[config.mk]
export PLATFORM = sky130hd
export DESIGN_NAME = dice_roller_flat
export DESIGN_NICKNAME = d
export VERILOG_FILES = /design/src/rtl/dice_pkg.sv /design/src/rtl/dice_roller_if.sv /design/src/rtl/btn_debounce.sv /design/src/rtl/dice_roller.sv /design/src/flat_wrapper.sv
export SDC_FILE = /design/constraint.sdc
export NUM_CORES = 1
export LEC_CHECK = 0
export ABC_AREA = 1
export CAP_MARGIN = 20
export CORE_ASPECT_RATIO = 0.75
export CORE_MARGIN = 3
export CORE_UTILIZATION = 40
export DETAILED_ROUTE_END_ITERATION = 8
export HOLD_SLACK_MARGIN = 0.08
export PLACE_DENSITY_LB_ADDON = 0.25
export SYNTH_ARGS = -nofsm -noshare
export SYNTH_HDL_FRONTEND = slang
export SYNTH_HIERARCHICAL = 1
export SYNTH_SLANG_ARGS = --single-unit
[constraint.sdc]
create_clock -name clk -period 1.6 [get_ports clk]
set_input_delay 0.16 -clock clk [delete_from_list [all_inputs] [get_ports clk]]
set_output_delay 0.16 -clock clk [all_outputs]
set_load 0.02 [all_outputs]
[src/rtl/dice_pkg.sv]
// Shared types and constants for the dice roller: FSM state encoding,
// LFSR seed/taps, legal face range and small step helpers.
package dice_pkg;

  // Roll sequencer states
  typedef enum logic [1:0] {
    ST_IDLE     = 2'd0,
    ST_ROLL     = 2'd1,
    ST_DONE     = 2'd2,
    ST_WAIT_REL = 2'd3
  } dice_state_e;

  // x^8 + x^6 + x^5 + x^4 + 1 -> XOR of bits 7,5,4,3 feeds bit 0
  localparam logic [7:0] LFSR_SEED = 8'h01;
  localparam logic [7:0] LFSR_TAPS = 8'hB8;

  localparam logic [2:0] FACE_MIN = 3'b001;
  localparam logic [2:0] FACE_MAX = 3'b110;

  // One shift-left step of the Fibonacci LFSR
  function automatic logic [7:0] lfsr_step(input logic [7:0] cur);
    logic fb;
    fb = ^(cur & LFSR_TAPS);
    return {cur[6:0], fb};
  endfunction

  // Next die face; anything at or beyond FACE_MAX wraps straight to FACE_MIN
  function automatic logic [2:0] face_step(input logic [2:0] cur);
    return (cur >= FACE_MAX) ? FACE_MIN : cur + 3'd1;
  endfunction

endpackage

[src/rtl/dice_roller_if.sv]
// Button/face bundle between the dice roller and whatever drives/consumes it.
interface dice_roller_if;

  logic       roll_btn;
  logic [2:0] face;
  logic       face_valid;
  logic       rolling;

  // Button source / face consumer side
  modport master (
    output roll_btn,
    input  face,
    input  face_valid,
    input  rolling
  );

  // Dice roller side
  modport slave (
    input  roll_btn,
    output face,
    output face_valid,
    output rolling
  );

endinterface

[src/rtl/btn_debounce.sv]
// Two-flop synchronizer followed by a counter debouncer. The output level
// only follows the synchronized input after it has disagreed with the
// current level for DEBOUNCE_CYCLES consecutive clocks.
module btn_debounce #(
  parameter int DEBOUNCE_CYCLES = 4
) (
  input  logic clk,
  input  logic rst,
  input  logic raw_i,
  output logic level_o
);

  localparam int CNT_W = (DEBOUNCE_CYCLES < 2) ? 1 : $clog2(DEBOUNCE_CYCLES + 1);

  logic             sync1_q;
  logic             sync2_q;
  logic             level_q;
  logic             level_d;
  logic [CNT_W-1:0] cnt_q;
  logic [CNT_W-1:0] cnt_d;

  // Bring the raw button into the clock domain before anything looks at it
  always_ff @(posedge clk or posedge rst) begin
    if (rst) begin
      sync1_q <= 1'b0;
      sync2_q <= 1'b0;
    end else begin
      sync1_q <= raw_i;
      sync2_q <= sync1_q;
    end
  end

  // Count consecutive disagreements; a single agreeing cycle restarts the count
  always_comb begin
    level_d = level_q;
    cnt_d   = '0;
    if (sync2_q != level_q) begin
      if (cnt_q == CNT_W'(DEBOUNCE_CYCLES - 1)) begin
        level_d = sync2_q;
        cnt_d   = '0;
      end else begin
        cnt_d = cnt_q + CNT_W'(1);
      end
    end
  end

  // Debounced level and its stability counter
  always_ff @(posedge clk or posedge rst) begin
    if (rst) begin
      level_q <= 1'b0;
      cnt_q   <= '0;
    end else begin
      level_q <= level_d;
      cnt_q   <= cnt_d;
    end
  end

  assign level_o = level_q;

endmodule

[src/rtl/dice_roller.sv]
// Electronic die: a debounced button press starts a spin of pseudo-random
// length, the face cycles 1..6 while spinning, and the final face is flagged
// with a one-cycle face_valid. A new roll needs the button released first.
// ROLL_CYCLES must be at least 1.
module dice_roller
  import dice_pkg::*;
#(
  parameter int DEBOUNCE_CYCLES = 4,
  parameter int ROLL_CYCLES     = 16
) (
  input  logic         clk,
  input  logic         rst,
  dice_roller_if.slave bus
);

  // Spin counter must hold ROLL_CYCLES + 7 without wrapping
  localparam int LEN_MAX = ROLL_CYCLES + 7;
  localparam int LEN_W   = $clog2(LEN_MAX + 1);

  dice_state_e      state_q;
  dice_state_e      state_d;
  logic [2:0]       face_q;
  logic [2:0]       face_d;
  logic [7:0]       lfsr_q;
  logic [7:0]       lfsr_d;
  logic [7:0]       lfsr_next;
  logic [LEN_W-1:0] len_q;
  logic [LEN_W-1:0] len_d;
  logic             level;
  logic             level_prev_q;
  logic             btn_rise;

  btn_debounce #(
    .DEBOUNCE_CYCLES (DEBOUNCE_CYCLES)
  ) u_debounce (
    .clk     (clk),
    .rst     (rst),
    .raw_i   (bus.roll_btn),
    .level_o (level)
  );

  assign btn_rise = level && !level_prev_q;

  // Free-running LFSR; the zero guard keeps it out of the lock-up state
  always_comb begin
    lfsr_next = lfsr_step(lfsr_q);
    lfsr_d    = (lfsr_next == 8'h00) ? LFSR_SEED : lfsr_next;
  end

  // LFSR state and previous debounced level for edge detection
  always_ff @(posedge clk or posedge rst) begin
    if (rst) begin
      lfsr_q       <= LFSR_SEED;
      level_prev_q <= 1'b0;
    end else begin
      lfsr_q       <= lfsr_d;
      level_prev_q <= level;
    end
  end

  // Roll sequencing: face advances on every clock that ends in ROLL, so
  // DONE and WAIT_REL show the face that was on display in the last ROLL cycle
  always_comb begin
    state_d = state_q;
    face_d  = face_q;
    len_d   = len_q;
    case (state_q)
      ST_IDLE: begin
        if (btn_rise) begin
          state_d = ST_ROLL;
          len_d   = LEN_W'(ROLL_CYCLES) + LEN_W'(lfsr_q[2:0]);
          face_d  = face_step(face_q);
        end
      end
      ST_ROLL: begin
        if (len_q <= LEN_W'(1)) begin
          state_d = ST_DONE;
        end else begin
          len_d  = len_q - LEN_W'(1);
          face_d = face_step(face_q);
        end
      end
      ST_DONE: begin
        state_d = ST_WAIT_REL;
      end
      ST_WAIT_REL: begin
        if (!level) begin
          state_d = ST_IDLE;
        end
      end
      default: begin
        state_d = ST_IDLE;
      end
    endcase
  end

  // FSM, face and spin-length registers
  always_ff @(posedge clk or posedge rst) begin
    if (rst) begin
      state_q <= ST_IDLE;
      face_q  <= FACE_MIN;
      len_q   <= '0;
    end else begin
      state_q <= state_d;
      face_q  <= face_d;
      len_q   <= len_d;
    end
  end

  assign bus.face       = face_q;
  assign bus.rolling    = (state_q == ST_ROLL);
  assign bus.face_valid = (state_q == ST_DONE);

endmodule
[src/flat_wrapper.sv]
// flat-port wrapper written by rule: the top's interface ports become plain ports
module dice_roller_flat import dice_pkg::*;
#(
  parameter int DEBOUNCE_CYCLES = 4,
  parameter int ROLL_CYCLES     = 16
)
  (clk, rst, bus_roll_btn, bus_face, bus_face_valid, bus_rolling);
  dice_roller_if bus_i ();
  input  logic clk;
  input  logic rst;
  input wire logic [$bits(bus_i.roll_btn)-1:0] bus_roll_btn;
  output wire logic [$bits(bus_i.face)-1:0] bus_face;
  output wire logic [$bits(bus_i.face_valid)-1:0] bus_face_valid;
  output wire logic [$bits(bus_i.rolling)-1:0] bus_rolling;
  assign bus_i.roll_btn = bus_roll_btn;
  assign bus_face = bus_i.face;
  assign bus_face_valid = bus_i.face_valid;
  assign bus_rolling = bus_i.rolling;
  dice_roller #(.DEBOUNCE_CYCLES(DEBOUNCE_CYCLES), .ROLL_CYCLES(ROLL_CYCLES)) u_core (.clk(clk), .rst(rst), .bus(bus_i));
endmodule
After elaboration in Yosys (flattened, before gate mapping)
Cells that the tools add are included.

word-level totals
  input bits = 3
  word-level logic and storage cells = 47
  register bits after elaboration = 25

cells by class
  equal/unequal tests = 9
  reductions and logical operators = 9
  mux-type cells = 14
  magnitude comparators = 2
  add/subtract/negate cells = 4

operator list
  operator             count
  $mux 3               5
  $mux 5               2
  $pmux 5 s2           1
  $logic_not 8->1      1
  $mux 8               1
  $pmux 2 s4           1
  $reduce_xor 8->1     1
  $add 3x1->3 const B  2
  $mux 2               3
  $pmux 3 s2           1
  $reduce_and 3->1     2
  $add 5x3->5 const A  1
  $le 5x1->1 const B   1
  $sub 5x1->5 const B  1
  $eq 2x2->1 const B   2
  $ne 2x1->1 const B   2
  $ne 2x2->1 const B   2
  $eq 3x2->1 const B   1
  $ge 3x3->1 const B   1
  $eq 2x1->1 const B   1
  $logic_not 2->1      1
  $reduce_and 2->1     1
  $reduce_bool 2->1    1
  $logic_and 1x1->1    1
  2 further kinds      2

Logic depth before layout (Yosys ltp)
Gate-level depths: netlist (run 1).

  word-level depth = 4
  gate-level depth with buffers = 8

By module
The synthesis (run 1) kept the hierarchy.

by module, submodules not included
  module        cells each  seq. area each (µm²)  area each (µm²)  times used
  dice_roller   127         478.0                 1059.8           1
  btn_debounce  26          150.1                 242.7            1

Worst setup path after synthesis (run 1)
OpenSTA, ideal clock, no wires.

  path kind = reg2reg
  from = reg u_core.state_q[1]
  to = reg u_core.len_q[2]
  slack = 0.123 ns
  data arrival time = 1.360 ns
  data required time = 1.483 ns
  buffers on the path = 1
  cell stages (with the launch flop) = 8
  cell sequence = dfrtp_1 -> inv_1 -> ha_1 -> or2_1 -> buf_2 -> nand3_4 -> nand2_1 -> nand2_1

on the way
  word-level cells in the longest chain between the ends = 3

ends and longest elaborated chain
  what                                                                     RTL line            source
  start: declaration                                                       dice_roller.sv:20   dice_state_e state_q;
  start signal: assignment                                                 dice_roller.sv:104  state_q <= state_d;
  $eq 2x1->1 (*)                                                           -
  net bus_rolling                                                          flat_wrapper.sv:14  output wire logic [$bits(bus_i.rolling)-1:0] bus_rolling;
  $ne 2x2->1 (no source line) / $reduce_bool 2->1 (equally long branches)  -
  $reduce_and 3->1 (no source line)                                        -
  end signal: assignment                                                   dice_roller.sv:106  len_q <= len_d;
  end: declaration                                                         dice_roller.sv:27   logic [LEN_W-1:0] len_q;

Mark *: on every way through the listed nets, which the timed path passes. The rest lies on a longest branch.
A chain may end at the register's enable or synchronous reset.

Worst setup path in the final report (run 1)
  from = reg u_core.state_q[1]
  to = out bus_rolling

on the way
  word-level cells in the longest chain between the ends = 1

ends and longest elaborated chain
  what              RTL line            source
  $eq 2x1->1        dice_roller.sv:111  assign bus.rolling = (state_q == ST_ROLL);
  end: declaration  flat_wrapper.sv:14

No other way between the ends.

==> results of run 1 <==
## state kept, by name, summed over array words and instances (netlist names)
signal                     count
u_core/level_prev_q            1
u_core/state_q                 2
u_core/u_debounce/sync2_q      1
u_core/len_q                   5
u_core/u_debounce/sync1_q      1
u_core/u_debounce/level_o      1
u_core/u_debounce/cnt_q        3
u_core/lfsr_q                  8
u_core/bus.face                3
## worst reg2reg max path, delay by kind of cell (launching register included)
family / cells / cell delay, ns
AND/OR/NAND/NOR: 4 / 0.46
adder cells (fa/ha/maj): 1 / 0.19
AO/OA/AOI/OAI: 1 / 0.19
flip-flops: 1 / 0.42
buffers and inverters: 1 / 0.08
## per-stage QoR
step,hold slack [ns],utilization [%]
floorplan,-0.04904,-
global route,0.1456,48.59
finish,0.1171,48.59
detailed placement,0.3395,46.73
CTS,0.1234,48.22
global placement,0.3332,46.73
## per-layer routing
layer,GRT usage [%],vias to the layer above
met3,3.455,2
met4,3.217,0
li1,-,481
met2,21.07,20
met1,17.57,423
met5,0,-
## cell usage in the layout (no fill, tap or decap), types with 2 or more instances in the layout
| cell type | synthesis | layout |
|---|---|---|
| dlygate4sd2_1 | 0 | 2 |
| dfrtp_1 | 23 | 23 |
| nor2_1 | 10 | 10 |
| nand3_1 | 7 | 7 |
| o21ai_0 | 3 | 3 |
| buf_4 | 1 | 4 |
| dfstp_2 | 2 | 2 |
| nand2_2 | 3 | 3 |
| inv_1 | 18 | 18 |
| clkdlybuf4s50_1 | 0 | 4 |
| ha_1 | 10 | 10 |
| nand2_1 | 47 | 47 |
| xnor2_1 | 3 | 3 |
| clkbuf_8 | 0 | 3 |
| nand4_1 | 7 | 7 |
## worst paths after layout
| path | cells after the start | end | startpoint | slack, ns |
|---|---|---|---|---|
| max | 3 | bus_rolling | u_core/state_q[1]$_DFFE_PP0P_ | 0.09 |
| min | 2 | u_core/u_debounce/sync1_q$_DFF_PP0_ | rst | 0.12 |
| max reg2reg | 7 | u_core/bus.face[1]$_DFFE_PP0P_ | u_core/len_q[1]$_DFFE_PP0P_ | 0.17 |
| min reg2reg | 0 | u_core/u_debounce/sync2_q$_DFF_PP0_ | u_core/u_debounce/sync1_q$_DFF_PP0_ | 0.36 |
| max in group asynchronous | 3 | u_core/bus.face[0]$_DFFE_PP1P_ | rst | 1.10 |
| min in group clk | 1 | u_core/u_debounce/sync1_q$_DFF_PP0_ | bus_roll_btn | 0.32 |
## power by group
part / switching (mW) / internal (mW)
Sequential: 0.142 / 0.808
Combinational: 0.882 / 0.582
Clock: 0.206 / 0.176
Total: 1.23 / 1.57
## repair_timing
action / CTS / global route
setup buffers: 0 / 0
setup endpoints to repair: 3 / 3
gates resized for setup: 3 / 3
endpoints found under the hold margin: 0 / 0
## logic make-up after synthesis
group / Yosys count / share of synthesized area (%)
flops: 25 / 48.22
compound gates: 5 / 2.402
buf+inv: 27 / 8.165
fa+ha+maj: 10 / 9.606
xor+xnor: 4 / 2.690
simple gates: 82 / 28.92
## final cells by class
class | instances | area (um^2)
clock buffers | 3 | 41.29
clock inverters | 1 | 7.507
inverters | 18 | 67.56
fillers | 288 | 1553
multi-input cells | 101 | 578.1
flip-flops and latches | 25 | 628.1
repair buffers | 11 | 97.59
well taps | 38 | 47.55
==> results.txt, run 1 <==
----------------------------------------------------
[Logic synthesis]
  Gate count of the mapped netlist ... roughly 150
  Unique masters post-synth ... 25
  Fraction of post-synthesis cell area in the top cell type by area ... between 40% and 50%
  Top_reg_cell synth ... dfrtp_1
  Sequential-to-total area share from yosys stat ... roughly half
  Syn nets ... 166
  Yosys synthesis warning count ... 6
  Top post-synthesis cells by count ... nand2_1, dfrtp_1, inv_1, ha_1, nor2_1
  Synth Register Bits ... 25
  Syn Std Cell Area ... roughly 0.0013 mm^2
  Post-synthesis async set-or-reset flop share ... 100.0%
  Library cell with the largest summed area after synthesis ... dfrtp_1
  Most common cell in the netlist ... nand2_1
  Top post-synthesis cells by area ... dfrtp_1, nand2_1, ha_1
  Number of synthesized flops with an enable pin ... 0
  Syn avg cell area ... ~8.5 um^2

[Power and ir drop]
  Worst vdd rail ir drop ... ~0.6 mV
  Power density over the cells ... roughly 1900 mW/mm^2
  Leakage power ... about 0.77 nW
  Overall power consumption ... roughly 2.8 mW

[Clock tree]
  Total clock buffers created by CTS ... 3
  CTS tree ... yes
  Total number of clock tree sinks ... 25
  Cts hold-fix bufs ... 0
  H-tree depth ... 1
  CTS root buffer ... clkbuf_8
  Clock transition at the register clock pins on the worst setup and hold paths after CTS ... around 0.09 ns
  Source-to-sink clock delay at the later pin of the worst-skew pair ... between 0.2 and 0.3 ns
  Maximum clock path buffer count ... 2

[STA]
  Setup slack of the critical path after layout ... 0.09020 ns
  Fin crit share ... a little over nine tenths
  Count of final max-slew check failures ... 0
  Maximum clock frequency ... roughly 660 MHz
  Number of endpoints failing setup at the final stage ... 0
  Hold Violations, Final ... 0
  Post-layout minimum cycle time ... 1.510 ns
  Aggregate negative setup slack ... 0 ns
  Actual transition at the worst max-transition pin ... 0.3778 ns
  Unrepaired setup endpoints after global routing ... no
  Fin Clk Skew ... 0.001267 ns
  Slew headroom ... between 70% and 80%

[Floorplan]
  Top-Level Pins ... 8
  Effective utilization at floorplan ... a little over two fifths
  Die area ... roughly 0.0040 mm^2
  Height of the die ... 55.42 um
  Die span in x ... between 70 and 80 um
  Placeable core area ... ~0.0030 mm^2
  Row count ... 17

[Worst setup path]
  Cell-by-cell listing of the critical path ... inv_1 > ha_1 > clkdlybuf4s15_1
  CP max-delay cell ... dfrtp_1
  Number of buffer and inverter instances along the worst setup path ... 2
  Worst Setup End Kind ... output pin
  Data arrival time at the worst-slack endpoint ... between 1 and 1.5 ns
  Kind of start point of the critical path ... flip-flop
  Crit-path max cell delay ... 0.39 ns
  Type of the worst setup path ... reg -> out
  Crit path max-delay family ... buffers and inverters
  Required time of the critical path ... between 1 and 1.5 ns
  CP max FO ... 5

[Placed design]
  Number of placed instances, taps included ... around 190
  Pre-CTS WS ... 0.08995 ns
  Final weighted congestion in routability-driven placement ... between 0.7 and 0.8
  Hpwl dp ... between 1500 and 2000 um
  IO buf count ... 7
  Instance area after placement ... between 0.001 and 0.0015 mm^2

[Run status]
  Run status ... completed

[Detailed routing]
  Initial DRT Pass Iterations ... 4
  Wire length per cell after detailed routing ... 11.80 um
  DR iter-0 viols ... ~100
  Residual antenna-violating net count after detailed routing ... 0
  Via total after detailed routing ... 926
  Top layer reached by signal wires ... met4
  Residual DRC ... 0
  Vias per Instance ... 4.701
  Routed length on met3 ... 104 um
  Sum of routed wire segments on met1 ... 1125 um
  Routed wire length on met2 ... about 1100 um
  Routed WL ... 2325 um

[Finish]
  Final Non-Filler Cells ... slightly below 200
  Antenna fix cells ... 0
  Post-route cell area ... approximately 0.0015 mm^2
  Proportion of layout cells with a drive suffix above 1 ... roughly an eighth
  Area added between synthesis and finish ... 12.68%
  Net count of the finished layout ... 173

[Global routing]
  Global-route wire length before repair ... around 4200 um
  Vias in the first global route ... 926
  Gr usage total ... a little over an eighth
  Initial antenna violation count ... 0
  Pin count of the biggest net entering global routing ... 20
  Total congestion overflow ... 0

[Flow run]
  Number of maximum-capacitance constraint violations ... 0

[Hold path]
  Hold/Removal Path Class ... in -> async

----------------------------------------------------
No activity file was read; power rests on OpenSTA's default activity.
==> inputs of run 2 (changes only) <==
- CORE_MARGIN: 3 -> default
==> results.txt, run 2 (synthesized netlist as in run 1, its figures left out) <==
----------------------------------------------------
[Run status]
  Run status ... completed (unchanged)

[Detailed routing]
  Via total after detailed routing ... 928 (was 926)
  Wire length per cell after detailed routing ... 11.62 um (was 11.80 um)
  Residual antenna-violating net count after detailed routing ... 0 (unchanged)
  Routed WL ... 2278 um (was 2325 um)
  Initial DRT Pass Iterations ... 4 (unchanged)
  Residual DRC ... 0 (unchanged)
  Vias per Instance ... 4.735 (was 4.701)
  DR iter-0 viols ... 41 (was 103)

[Global routing]
  Global-route wire length before repair ... 4140 um (was 4195 um)
  Total congestion overflow ... 0 (unchanged)
  Pin count of the biggest net entering global routing ... 20 (unchanged)
  Initial antenna violation count ... 0 (unchanged)
  Gr usage total ... 16.52% (was 13.12%)
  Vias in the first global route ... 943 (was 926)

[Placed design]
  Hpwl dp ... 1722 um (was 1766 um)
  IO buf count ... 7 (unchanged)
  Final weighted congestion in routability-driven placement ... 0.7749 (was 0.7932)
  Number of placed instances, taps included ... 192 (was 193)

[Floorplan]
  Die span in x ... 67.89 um (was 71.89 um)
  Effective utilization at floorplan ... 43.12% (unchanged)
  Placeable core area ... 0.003020 mm^2 (unchanged)
  Height of the die ... 51.42 um (was 55.42 um)
  Die area ... 0.003491 mm^2 (was 0.003984 mm^2)
  Top-Level Pins ... 8 (unchanged)
  Row count ... 17 (unchanged)

[STA]
  Maximum clock frequency ... 664.7 MHz (was 662.3 MHz)
  Post-layout minimum cycle time ... 1.504 ns (was 1.510 ns)
  Aggregate negative setup slack ... 0 ns (unchanged)
  Fin crit share ... 94.02% (was 94.36%)
  Count of final max-slew check failures ... 0 (unchanged)
  Slew headroom ... 69.64% (was 74.72%)
  Unrepaired setup endpoints after global routing ... no (unchanged)
  Number of endpoints failing setup at the final stage ... 0 (unchanged)
  Hold Violations, Final ... 0 (unchanged)
  Actual transition at the worst max-transition pin ... 0.4553 ns (was 0.3778 ns)
  Fin Clk Skew ... 0.006263 ns (was 0.001267 ns)

[Clock tree]
  Maximum clock path buffer count ... 2 (unchanged)
  Total number of clock tree sinks ... 25 (unchanged)
  Clock transition at the register clock pins on the worst setup and hold paths after CTS ... 0.09 ns (about the same)
  Total clock buffers created by CTS ... 3 (unchanged)
  Source-to-sink clock delay at the later pin of the worst-skew pair ... 0.27 ns (about the same)
  CTS tree ... yes (unchanged)
  H-tree depth ... 1 (unchanged)
  CTS root buffer ... clkbuf_8 (unchanged)

[Power and ir drop]
  Leakage power ... 0.7669 nW (was 0.7679 nW)
  Worst vdd rail ir drop ... 0.6003 mV (was 0.5928 mV)
  Overall power consumption ... 2.747 mW (was 2.797 mW)
  Power density over the cells ... 1894 mW/mm^2 (was 1906 mW/mm^2)

[Finish]
  Largest registers ranked by flip-flop count ... u_core/lfsr_q: 8 flops, u_core/len_q: 5 flops (unchanged)
  Final Non-Filler Cells ... 196 (was 197)
  Antenna fix cells ... 0 (unchanged)
  Net count of the finished layout ... 172 (was 173)
  Area added between synthesis and finish ... 11.34% (was 12.68%)
  Final Util ... 48.01% (was 48.59%)
  Number of flip-flops in the largest register ... 8 (unchanged)
  Top reg by flops ... u_core/lfsr_q (unchanged)
  Most common cell after layout, fill and taps aside ... nand2_1 (unchanged)
  Leading cell types in the layout, fill and taps excluded ... nand2_1, dfrtp_1, inv_1 (unchanged)
  Proportion of layout cells with a drive suffix above 1 ... 10.76% (was 11.95%)

[Hold path]
  Hold/Removal Path Class ... in -> async (unchanged)

[Worst setup path]
  Required time of the critical path ... 1.44 ns (about the same)
  Worst-case register-to-register setup slack ... 0.16 ns (was 0.17 ns)
  Kind of start point of the critical path ... flip-flop (unchanged)
  Data arrival time at the worst-slack endpoint ... 1.34 ns (was 1.35 ns)
  CP max FO ... 4 (was 5)
  Worst Setup End Kind ... output pin (unchanged)
  Type of the worst setup path ... reg -> out (unchanged)

[Flow run]
  Number of maximum-capacitance constraint violations ... 0 (unchanged)

----------------------------------------------------
## run 2: cell types whose count changed in the layout (fill, tap and decap cells not counted)
cell / previous run / this run
clkdlybuf4s15_1: 1 / 0
or2_4: 1 / 0
o21ai_4: 1 / 0
clkinvlp_4: 1 / 0
or2_1: 0 / 1
o21ai_2: 0 / 1
buf_4: 4 / 3
inv_6: 0 / 1
dlygate4sd2_1: 2 / 3
## run 2: repair_timing
| action | CTS | global route |
|---|---|---|
| hold buffers | 0 | 0 |
| gates resized for setup | 3 | 0 |
| setup buffers | 0 | 0 |
| endpoints found under the setup margin | 3 | 0 |
| hold endpoints to repair | 0 | 0 |
## run 2: metal layers
layer | track usage, % | part of all wire [%]
met2 | 27.06 | 46
met5 | 0 | 0
met4 | 4.167 | 0.61
met1 | 21.26 | 51
met3 | 4.688 | 2.4
## run 2: through the flow
stage	hold slack [ns]	worst slack [ns]	area, um^2
finish	0.1152	0.09561	1450
global route	0.1451	0.008245	1450
CTS	0.1151	0.07988	1450
detailed placement	0.3491	0.1144	1404
global placement	0.3390	0.1555	1404
floorplan	-0.04904	0.1225	1303
## run 2: worst max-delay path, cell delays in order, from the launching register on
cell,delay [ns]
dfrtp_1,0.42
inv_1,0.12
ha_1,0.20
dlygate4sd2_1,0.34
## run 2: final cells by class
class | count | area (um^2)
clock buffers | 3 | 41.29
clock inverters | 1 | 8.758
fillers | 296 | 1570
inverters | 18 | 67.56
multi-input cells | 101 | 568.0
flip-flops and latches | 25 | 628.1
well taps | 38 | 47.55
repair buffers | 10 | 88.84
## run 2: power breakdown
| part | internal (mW) | leakage, nW | switching, mW |
|---|---|---|---|
| sequential | 0.808 | 0.318 | 0.158 |
| combinational | 0.540 | 0.423 | 0.848 |
| clock | 0.182 | 0.0261 | 0.211 |
| total | 1.53 | 0.767 | 1.22 |
## run 2: worst paths after layout
kind	startpoint	to	cells past startpoint
min in group clk	bus_roll_btn	u_core/u_debounce/sync1_q$_DFF_PP0_	1
setup reg to reg	u_core/state_q[0]$_DFFE_PP0P_	u_core/len_q[2]$_DFFE_PP0P_	6
setup / recovery	u_core/state_q[1]$_DFFE_PP0P_	bus_rolling	3
hold / removal	rst	u_core/u_debounce/sync2_q$_DFF_PP0_	2
max in group asynchronous	rst	u_core/lfsr_q[0]$_DFF_PP1_	3
hold reg to reg	u_core/u_debounce/sync1_q$_DFF_PP0_	u_core/u_debounce/sync2_q$_DFF_PP0_	0
